<file path="src/rtl/dsp_test_harness.sv">
// DSP test harness: queues host register writes into the DSP when it is idle,
// and captures one DAC frame per idle rising edge into a show-ahead FIFO.
module dsp_test_harness #(
    parameter int SAMPLE_WIDTH  = 16,
    parameter int CHANNELS      = 2,
    parameter int CAPTURE_DEPTH = 64,
    parameter int WQ_DEPTH      = 8
) (
    input  logic                                 clock,
    input  logic                                 reset,
    input  logic                                 host_wr_valid,
    input  logic [7:0]                           host_wr_addr,
    input  logic [7:0]                           host_wr_data,
    output logic                                 host_wr_ready,
    output logic [7:0]                           dsp_reg_address,
    output logic [7:0]                           dsp_reg_data_in,
    output logic                                 dsp_reg_write_enable,
    input  logic                                 dsp_idle,
    input  logic [CHANNELS*SAMPLE_WIDTH-1:0]     dac_in,
    input  logic                                 capture_enable,
    output logic                                 cap_rd_valid,
    output logic [CHANNELS*SAMPLE_WIDTH-1:0]     cap_rd_data,
    input  logic                                 cap_rd_ready,
    output logic [$clog2(CAPTURE_DEPTH):0]       cap_count,
    output logic                                 cap_overflow,
    input  logic                                 clear
);

    localparam int FW  = CHANNELS * SAMPLE_WIDTH;
    localparam int CAW = $clog2(CAPTURE_DEPTH);
    localparam int WAW = $clog2(WQ_DEPTH);

    typedef enum logic {S_WAIT, S_ISSUE} state_t;

    // ---------------- register-write queue ----------------
    logic [15:0]    wq_mem [WQ_DEPTH];
    logic [WAW-1:0] wq_wr_q, wq_wr_d, wq_rd_q, wq_rd_d;
    logic [WAW:0]   wq_cnt_q, wq_cnt_d;
    logic           wq_full, wq_empty, wq_push, wq_pop;

    state_t         state_q, state_d;
    logic           load_head, strobe;
    logic [7:0]     addr_q, data_q;

    assign wq_full       = (wq_cnt_q == (WAW+1)'(WQ_DEPTH));
    assign wq_empty      = (wq_cnt_q == '0);
    assign host_wr_ready = !wq_full;
    assign wq_push       = host_wr_valid && !wq_full && !clear;

    // Strobe is combinational on the state so a reset mid-issue drops it at once.
    assign strobe = (state_q == S_ISSUE) && dsp_idle && !clear;
    assign wq_pop = strobe;

    assign dsp_reg_write_enable = strobe;
    assign dsp_reg_address      = addr_q;
    assign dsp_reg_data_in      = data_q;

    always_comb begin
        state_d   = state_q;
        load_head = 1'b0;
        case (state_q)
            S_WAIT: begin
                // Uses pre-accept occupancy, so a fresh write waits at least a cycle.
                if (!clear && !wq_empty && dsp_idle) begin
                    state_d   = S_ISSUE;
                    load_head = 1'b1;
                end
            end
            S_ISSUE: begin
                if (clear || strobe) state_d = S_WAIT;
            end
            default: state_d = S_WAIT;
        endcase
    end

    always_comb begin
        wq_wr_d  = wq_wr_q;
        wq_rd_d  = wq_rd_q;
        wq_cnt_d = wq_cnt_q;
        if (wq_push) wq_wr_d = wq_wr_q + 1'b1;
        if (wq_pop)  wq_rd_d = wq_rd_q + 1'b1;
        case ({wq_push, wq_pop})
            2'b10:   wq_cnt_d = wq_cnt_q + 1'b1;
            2'b01:   wq_cnt_d = wq_cnt_q - 1'b1;
            default: ;
        endcase
    end

    always_ff @(posedge clock or posedge reset) begin
        if (reset) begin
            state_q  <= S_WAIT;
            wq_wr_q  <= '0;
            wq_rd_q  <= '0;
            wq_cnt_q <= '0;
            addr_q   <= '0;
            data_q   <= '0;
        end else if (clear) begin
            state_q  <= S_WAIT;
            wq_wr_q  <= '0;
            wq_rd_q  <= '0;
            wq_cnt_q <= '0;
        end else begin
            state_q  <= state_d;
            wq_wr_q  <= wq_wr_d;
            wq_rd_q  <= wq_rd_d;
            wq_cnt_q <= wq_cnt_d;
            if (load_head) {addr_q, data_q} <= wq_mem[wq_rd_q];
        end
    end

    always_ff @(posedge clock) begin
        if (wq_push) wq_mem[wq_wr_q] <= {host_wr_addr, host_wr_data};
    end

    // ---------------- frame capture FIFO ----------------
    logic [FW-1:0]  cap_mem [CAPTURE_DEPTH];
    logic [CAW-1:0] cap_wr_q, cap_wr_d, cap_rd_q, cap_rd_d;
    logic [CAW:0]   cap_cnt_q, cap_cnt_d;
    logic           idle_q, edge_q;
    logic           cap_full, cap_empty, cap_push, cap_pop, cap_wr_en;
    logic           ovf_q, ovf_d;

    assign cap_full  = (cap_cnt_q == (CAW+1)'(CAPTURE_DEPTH));
    assign cap_empty = (cap_cnt_q == '0);
    assign cap_push  = edge_q && capture_enable && !clear;
    assign cap_pop   = cap_rd_ready && !cap_empty && !clear;
    // A full FIFO still accepts a frame when the head leaves in the same cycle.
    assign cap_wr_en = cap_push && (!cap_full || cap_pop);

    assign cap_rd_valid = !cap_empty;
    assign cap_rd_data  = cap_mem[cap_rd_q];
    assign cap_count    = cap_cnt_q;
    assign cap_overflow = ovf_q;

    always_comb begin
        cap_wr_d  = cap_wr_q;
        cap_rd_d  = cap_rd_q;
        cap_cnt_d = cap_cnt_q;
        ovf_d     = ovf_q | (cap_push && cap_full && !cap_pop);
        if (cap_wr_en) cap_wr_d = cap_wr_q + 1'b1;
        if (cap_pop)   cap_rd_d = cap_rd_q + 1'b1;
        case ({cap_wr_en, cap_pop})
            2'b10:   cap_cnt_d = cap_cnt_q + 1'b1;
            2'b01:   cap_cnt_d = cap_cnt_q - 1'b1;
            default: ;
        endcase
    end

    always_ff @(posedge clock or posedge reset) begin
        if (reset) begin
            idle_q    <= 1'b0;
            edge_q    <= 1'b0;
            cap_wr_q  <= '0;
            cap_rd_q  <= '0;
            cap_cnt_q <= '0;
            ovf_q     <= 1'b0;
        end else begin
            idle_q <= dsp_idle;
            edge_q <= dsp_idle && !idle_q;
            if (clear) begin
                cap_wr_q  <= '0;
                cap_rd_q  <= '0;
                cap_cnt_q <= '0;
                ovf_q     <= 1'b0;
            end else begin
                cap_wr_q  <= cap_wr_d;
                cap_rd_q  <= cap_rd_d;
                cap_cnt_q <= cap_cnt_d;
                ovf_q     <= ovf_d;
            end
        end
    end

    always_ff @(posedge clock) begin
        if (cap_wr_en) cap_mem[cap_wr_q] <= dac_in;
    end

endmodule

</file>
<file path="config.mk">
export PLATFORM = sky130hd
export DESIGN_NAME = dsp_test_harness
export DESIGN_NICKNAME = d
export VERILOG_FILES = /design/src/rtl/dsp_test_harness.sv
export SDC_FILE = /design/constraint.sdc
export NUM_CORES = 2
export LEC_CHECK = 0
export CAP_MARGIN = 25
export CORE_MARGIN = 2
export CORE_UTILIZATION = 45
export CTS_BUF_LIST = sky130_fd_sc_hd__clkbuf_8
export DETAILED_ROUTE_END_ITERATION = 8
export GPL_ROUTABILITY_DRIVEN = 0
export HOLD_SLACK_MARGIN = 0.02
export SLEW_MARGIN = 40
export SYNTH_ARGS = -nofsm -noshare
export SYNTH_HDL_FRONTEND = slang
export SYNTH_SLANG_ARGS = --single-unit
export TNS_END_PERCENT = 5
</file>
<file path="constraint.sdc">
create_clock -name clock -period 3.7 [get_ports clock]
set_input_delay 0.37 -clock clock [delete_from_list [all_inputs] [get_ports clock]]
set_output_delay 0.37 -clock clock [all_outputs]
set_load 0.05 [all_outputs]
</file>
Word level (Yosys, flattened, before mapping)
Memories as Yosys holds them, arrays and structs flattened. A register that Yosys moved wholly into a read port is not among the register bits.
Cells that the tools add are included.
Storage, ports and cells
  output and inout port bits: 59
  memories: 2
  input bits: 55
  memory bits (writable): 2176
  word-level logic and storage cells: 83
  flip-flop bits (word level): 33
Memories
  cap_mem: depth 64, bits a word 32, rd ports 1, clocked after memory_dff 0, write ports 1, RTL line 116  | logic [FW-1:0] cap_mem [CAPTURE_DEPTH];
  wq_mem: depth 8, bits a word 16, rd ports 1, clocked after memory_dff 1, write ports 1, RTL line 36  | logic [15:0] wq_mem [WQ_DEPTH];
Operators by class
  equality and inequality tests: 6
  add/sub/neg operators: 8
  bitwise logic cells: 3
  reductions and logical operators: 32
  muxes and demuxes: 22
Operator list (count)
  $mux W6: 4
  $logic_and A1 B1 Y1: 14
  $pmux W7 S2: 1
  $add A6 B1 Y6 const B: 2
  $mux W3: 4
  $mux W1: 9
  $pmux W4 S2: 1
  $reduce_bool A2 Y1: 4
  $add A7 B1 Y7 const B: 1
  $eq A7 B7 Y1 const B: 1
  $logic_not A1 Y1: 7
  $logic_not A7 Y1: 1
  $mux W7: 1
  $sub A7 B1 Y7 const B: 1
  $add A3 B1 Y3 const B: 2
  $reduce_bool A3 Y1: 2
  $add A4 B1 Y4 const B: 1
  $eq A2 B1 Y1 const B: 2
  $eq A2 B2 Y1 const B: 2
  $eq A4 B4 Y1 const B: 1
  $logic_not A4 Y1: 1
  $mux W4: 1
  $sub A4 B1 Y4 const B: 1
  $logic_or A1 B1 Y1: 2
  other kinds (4): 5

Depth between registers and ports, before layout
  depth after elaboration: 9
  gate-level depth with buffers: 11
  mapped depth without buffers: 9

Least setup slack after synthesis
No wires, ideal clock.
  path kind: reg-to-reg
  start: register wq_cnt_q[0]
  end: memory wq_mem[0][0] (enable)
  data arrival time: 2861 ps
  cell stages (with the launch flop): 5
  setup time: 430 ps
  setup slack: 408 ps
  clock period less this slack: 3292 ps
  data required time: 3270 ps
  path through: dfrtp_1 > or4b_1 > and2_1 > nand2b_1 > nor4_1
Between the ends
  word-level cells in the longest chain between the ends: 6
RTL lines
  start: declaration: RTL line 38  | logic [WAW:0] wq_cnt_q, wq_cnt_d;
  start signal: assignment: RTL line 106  | wq_cnt_q <= wq_cnt_d;
  $eq A4 B4 Y1: RTL line 45  | assign wq_full = (wq_cnt_q == (WAW+1)'(WQ_DEPTH));
  $logic_not A1 Y1
  net host_wr_ready: RTL line 14  | output logic host_wr_ready,
  $logic_and A1 B1 Y1 (2 in a row): RTL line 48  | assign wq_push = host_wr_valid && !wq_full && !clear;
  $mux W1: RTL line 112  | if (wq_push) wq_mem[wq_wr_q] <= {host_wr_addr, host_wr_data};
  $mux W1 (not written as such): RTL line 112
  end: declaration: RTL line 36
The timed path passes the listed nets, and every way through them passes these cells.

Worst setup path in the final report
  start: register cap_rd_q[0]
  end: output port cap_rd_data[29]
Between the ends
  word-level cells in the longest chain between the ends: 1
RTL lines
  start: declaration: RTL line 117  | logic [CAW-1:0] cap_wr_q, cap_wr_d, cap_rd_q, cap_rd_d;
  start signal: assignment: RTL line 167  | cap_rd_q <= cap_rd_d;
  $mem_v2 Z64 W32
  end: declaration: RTL line 22  | output logic [CHANNELS*SAMPLE_WIDTH-1:0] cap_rd_data,
No other way between the ends.

==> impl_metrics.py <==
metrics = {
    "status": {
        "status": "finished with violations",
        "failed_checks": "negative setup slack",
    },
    "synthesis": {
        "syn_avg_cell_area_sq_um": 22.6,
        "seq_area_frac_synth": 0.778,
        "yosys.area_share.simple": 0.0173,
        "syn-num-nets": 3849,
        "synth_compound_area_frac": 0.0189,
        "synth-xor-area-share": 0.00194,
        "synth_seq_cells": 2225,
        "synth_top_family_by_area": "multiplexers",
        "muxShareOfSynthArea": 0.170,
        "synthesis.area_sq_um": 85600,
        "synth-edff-count": 2176,
        "synth-main-ff-cell": "edfxtp_1",
        "synth.distinct_cells": 65,
        "ys_async_sr_fraction": 0.0220,
        "synth_adder_area_share": 0.00208,
        "syn_inst": 3781,
        "ys_warn_count": 0,
    },
    "route": {
        "via_per_inst": 5.98,
        "route.detailed.drc": 0,
        "antenna_left": 0,
        "drt-total-wl_um": 229000,
        "firstDrtPassIters": 5,
        "wl_per_cell_um": 31.6,
        "route.vias.total": 43300,
        "drt-initial-drc-count": 4435,
    },
    "global_routing": {
        "grt_pass1_wl_um": 324000,
        "track_usage": 0.238,
        "grt_pass1_vias": 43500,
        "grt_max_degree": 65,
        "antenna_found_initial": 9,
        "gr-total-overflow": 0,
    },
    "sta": {
        "period_needed_ns": 4.24,
        "maxSlewViolCount": 0,
        "setup_slack_ns": -0.541,
        "slew-limit-headroom": 0.432,
        "worstMarginPinSlew_ns": 0.849,
        "grt_setup_unrepaired": "true",
        "max_freq_mhz": 236,
        "worst_hold_slack_ns": 0.214,
        "skew_ns": 0.0542,
        "finalHoldViolCount": 0,
        "setup_viol": 32,
        "fin_crit_sh": 1.15,
    },
    "setup_path": {
        "crit_start": "cap_rd_q[0]$_DFFE_PP0P_",
        "regToRegStartpoint": "cap_count[0]$_DFFE_PP0P_",
        "critPathCaptureType": "output pin",
        "crit_fanout": 18,
        "startpoint_type": "register",
        "rr_endpoint": "cap_mem[33][8]$_DFFE_PP_",
        "arrival_ns": 3.87,
        "critPathKind": "reg -> out",
        "ff2ff_setup_slack_ns": 0.63,
        "worst_ep_required_time_ns": 3.33,
        "rr_worst_depth": 8,
        "cp-endpoint": "cap_rd_data[29]",
    },
    "clock_tree": {
        "cts_tree": "built",
        "clockRootBuffer": "clkbuf_8",
        "insertion_delay_ns": 1.09,
        "h-tree-depth": 5,
        "clock-sinks": 2225,
        "cts.path.max_buffers": 4,
        "cts_inserted_buffers": 369,
        "clkTransAtPathRegs_ns": 0.06,
    },
    "cells_and_area": {
        "fill_cells": 14500,
        "finalNetCount": 4525,
        "fin_area_sq_um": 101000,
        "stdcell_count": 7240,
        "layout_common_cells": "2176 x edfxtp_1, 557 x mux4_2, 373 x clkbuf_8, 254 x buf_4, 150 x inv_1",
        "final_common_cell": "edfxtp_1",
        "utilization": 0.533,
        "layout-drive-gt1-share": 0.335,
        "area_delta_synth_final_pct": 18.1,
    },
    "place": {
        "hpwl_um": 125000,
        "numPortBuffers": 113,
        "post_dp_cell_area_sq_um": 92900,
        "place_inst": 6501,
    },
    "floorplan": {
        "dieArea_sq_um": 194000,
        "rows": 160,
        "die_h_um": 440,
        "die_x_um": 440,
        "pin_count": 114,
        "core-area_sq_um": 190000,
        "initial_core_util": 0.452,
    },
    "power_and_ir_drop": {
        "p_per_area_nw_per_um2": 585,
        "p_leak_nw": 31.7,
        "vdd_ir_drop_max_mv": 0.492,
    },
    "job": {
        "cap_violations": 0,
    },
    "worst_hold_path": {
        "hold_class": "in -> async",
    },
}
-- synthesized netlist by cell type, drive strengths merged (3+ instances only) --
| cell | n | area [sq um] |
|---|---|---|
| o22ai | 27 | 169 |
| o2111ai | 8 | 70.1 |
| nor3 | 4 | 20.0 |
| and3 | 4 | 25.0 |
| nand3 | 18 | 90.1 |
| mux2 | 43 | 484 |
| o41ai | 5 | 43.8 |
| inv | 4 | 15.0 |
| mux4 | 557 | 12500 |
| nand4 | 5 | 31.3 |
| or3b | 3 | 26.3 |
| a41o | 3 | 30.0 |
| nand2b | 6 | 37.5 |
| nor2b | 9 | 56.3 |
| ha | 11 | 138 |
| a41oi | 5 | 43.8 |
| nor4 | 3 | 18.8 |
| o211ai | 16 | 120 |
| o21ai | 18 | 90.1 |
| nor2 | 174 | 653 |
| buf | 136 | 746 |
| o32ai | 4 | 35.0 |
| xnor2 | 10 | 87.6 |
| or3 | 4 | 25.0 |
| clkbuf | 71 | 267 |
| a31oi | 6 | 52.6 |
| a221oi | 13 | 114 |
| a21o | 5 | 37.5 |
| and3b | 3 | 26.3 |
| nand3b | 5 | 37.5 |
| edfxtp | 2176 | 65300 |
| and2 | 12 | 75.1 |
| a22oi | 20 | 150 |
| o31ai | 12 | 90.1 |
| dfrtp | 49 | 1230 |
| mux2i | 154 | 1540 |
| xor2 | 9 | 78.8 |
| a21oi | 34 | 170 |
| nand2 | 79 | 297 |
| o221ai | 8 | 70.1 |
| a2111oi | 21 | 184 |
-- through the flow --
step                setup slack, ns  power (W)  setup TNS [ns]
finish                       -0.541     0.0591          -13.97
global route                 -0.642     0.0612          -17.93
CTS                          -0.655     0.0594          -19.86
detailed placement           0.0994     0.0395               0
global placement             -0.164     0.0394          -0.164
floorplan                     0.408     0.0357               0
-- final cells by class --
class                   instances  area [sq um]  area share
diodes                          6          15.0    0.000149
flip-flops and latches       2225         66600       0.659
repair buffers                512          5990      0.0593
well taps                    2511          3140      0.0311
clock inverters               264          1230      0.0121
clock buffers                 373          5130      0.0508
multi-input cells            1344         19000       0.188
inverters                       5          18.8    0.000186
-- logic make-up after synthesis --
kind of cell,Yosys count
AOI/OAI and AO/OA,221
xor gates and xnor gates,19
adders and majority gates,13
buffers and inverters,212
DFF,2225
muxes,754
and+or+nand+nor,337
-- report_power, final --
group	internal [W]	total, W	switching (W)
sequential	0.0278	0.0280	0.000156
clock	0.00973	0.0192	0.00947
combinational	0.00607	0.0119	0.00584
total	0.0436	0.0591	0.0155
-- layer usage --
layer / vias to the layer above / routed length [um] / track usage / share of wire
li1: 17500 / - / - / -
met1: 23500 / 93900 / 0.338 / 0.41
met2: 1976 / 111000 / 0.379 / 0.49
met3: 373 / 18100 / 0.0429 / 0.079
met4: 2 / 5500 / 0.0668 / 0.024
met5: - / 13 / 0 / 0.000057
-- flip-flops by register name, indices dropped and copies added, names as in the netlist --
| register | count |
|---|---|
| dsp_reg_data_in | 8 |
| cap_count | 7 |
| idle_q | 1 |
| wq_rd_q | 3 |
| cap_rd_q | 6 |
| state_q | 1 |
| cap_mem | 2048 |
| wq_mem | 128 |
| cap_overflow | 1 |
| dsp_reg_address | 8 |
| cap_wr_q | 6 |
| edge_q | 1 |
| wq_wr_q | 3 |
| wq_cnt_q | 4 |
-- repair_timing --
action / in CTS / in global routing
cloned: 7 / 1
resized for setup: 72 / 78
setup endpoints to repair: 32 / 32
hold buffers: 52 / 0
endpoints found under the hold margin: 1979 / 0
pin swaps: 4 / 6
buffers inserted: 23 / 10
-- worst max-delay path, cell delays in order, from the launching register on --
cell     delay (ns)
dfrtp_4        0.43
buf_12         0.18
buf_16         0.19
buf_16         0.20
mux4_2         0.52
mux4_2         0.47
a22oi_1        0.20
buf_4          0.20
nand2_1        0.18
buf_6          0.21
-- how the worst min path moves through the flow --
stage / from / to / slack [ns] / cells after the start
after floorplan: idle_q$_DFF_PP0_ / edge_q$_DFF_PP0_ / 0.38 / 1
after global placement: idle_q$_DFF_PP0_ / edge_q$_DFF_PP0_ / 0.39 / 1
after detailed placement: idle_q$_DFF_PP0_ / edge_q$_DFF_PP0_ / 0.39 / 1
after CTS: capture_enable / cap_wr_q[2]$_DFFE_PP0P_ / 0.10 / 5
after global routing: capture_enable / cap_wr_q[2]$_DFFE_PP0P_ / 0.20 / 5
final: reset / cap_count[2]$_DFFE_PP0P_ / 0.21 / 3
Power figures use the tool's default switching activity.
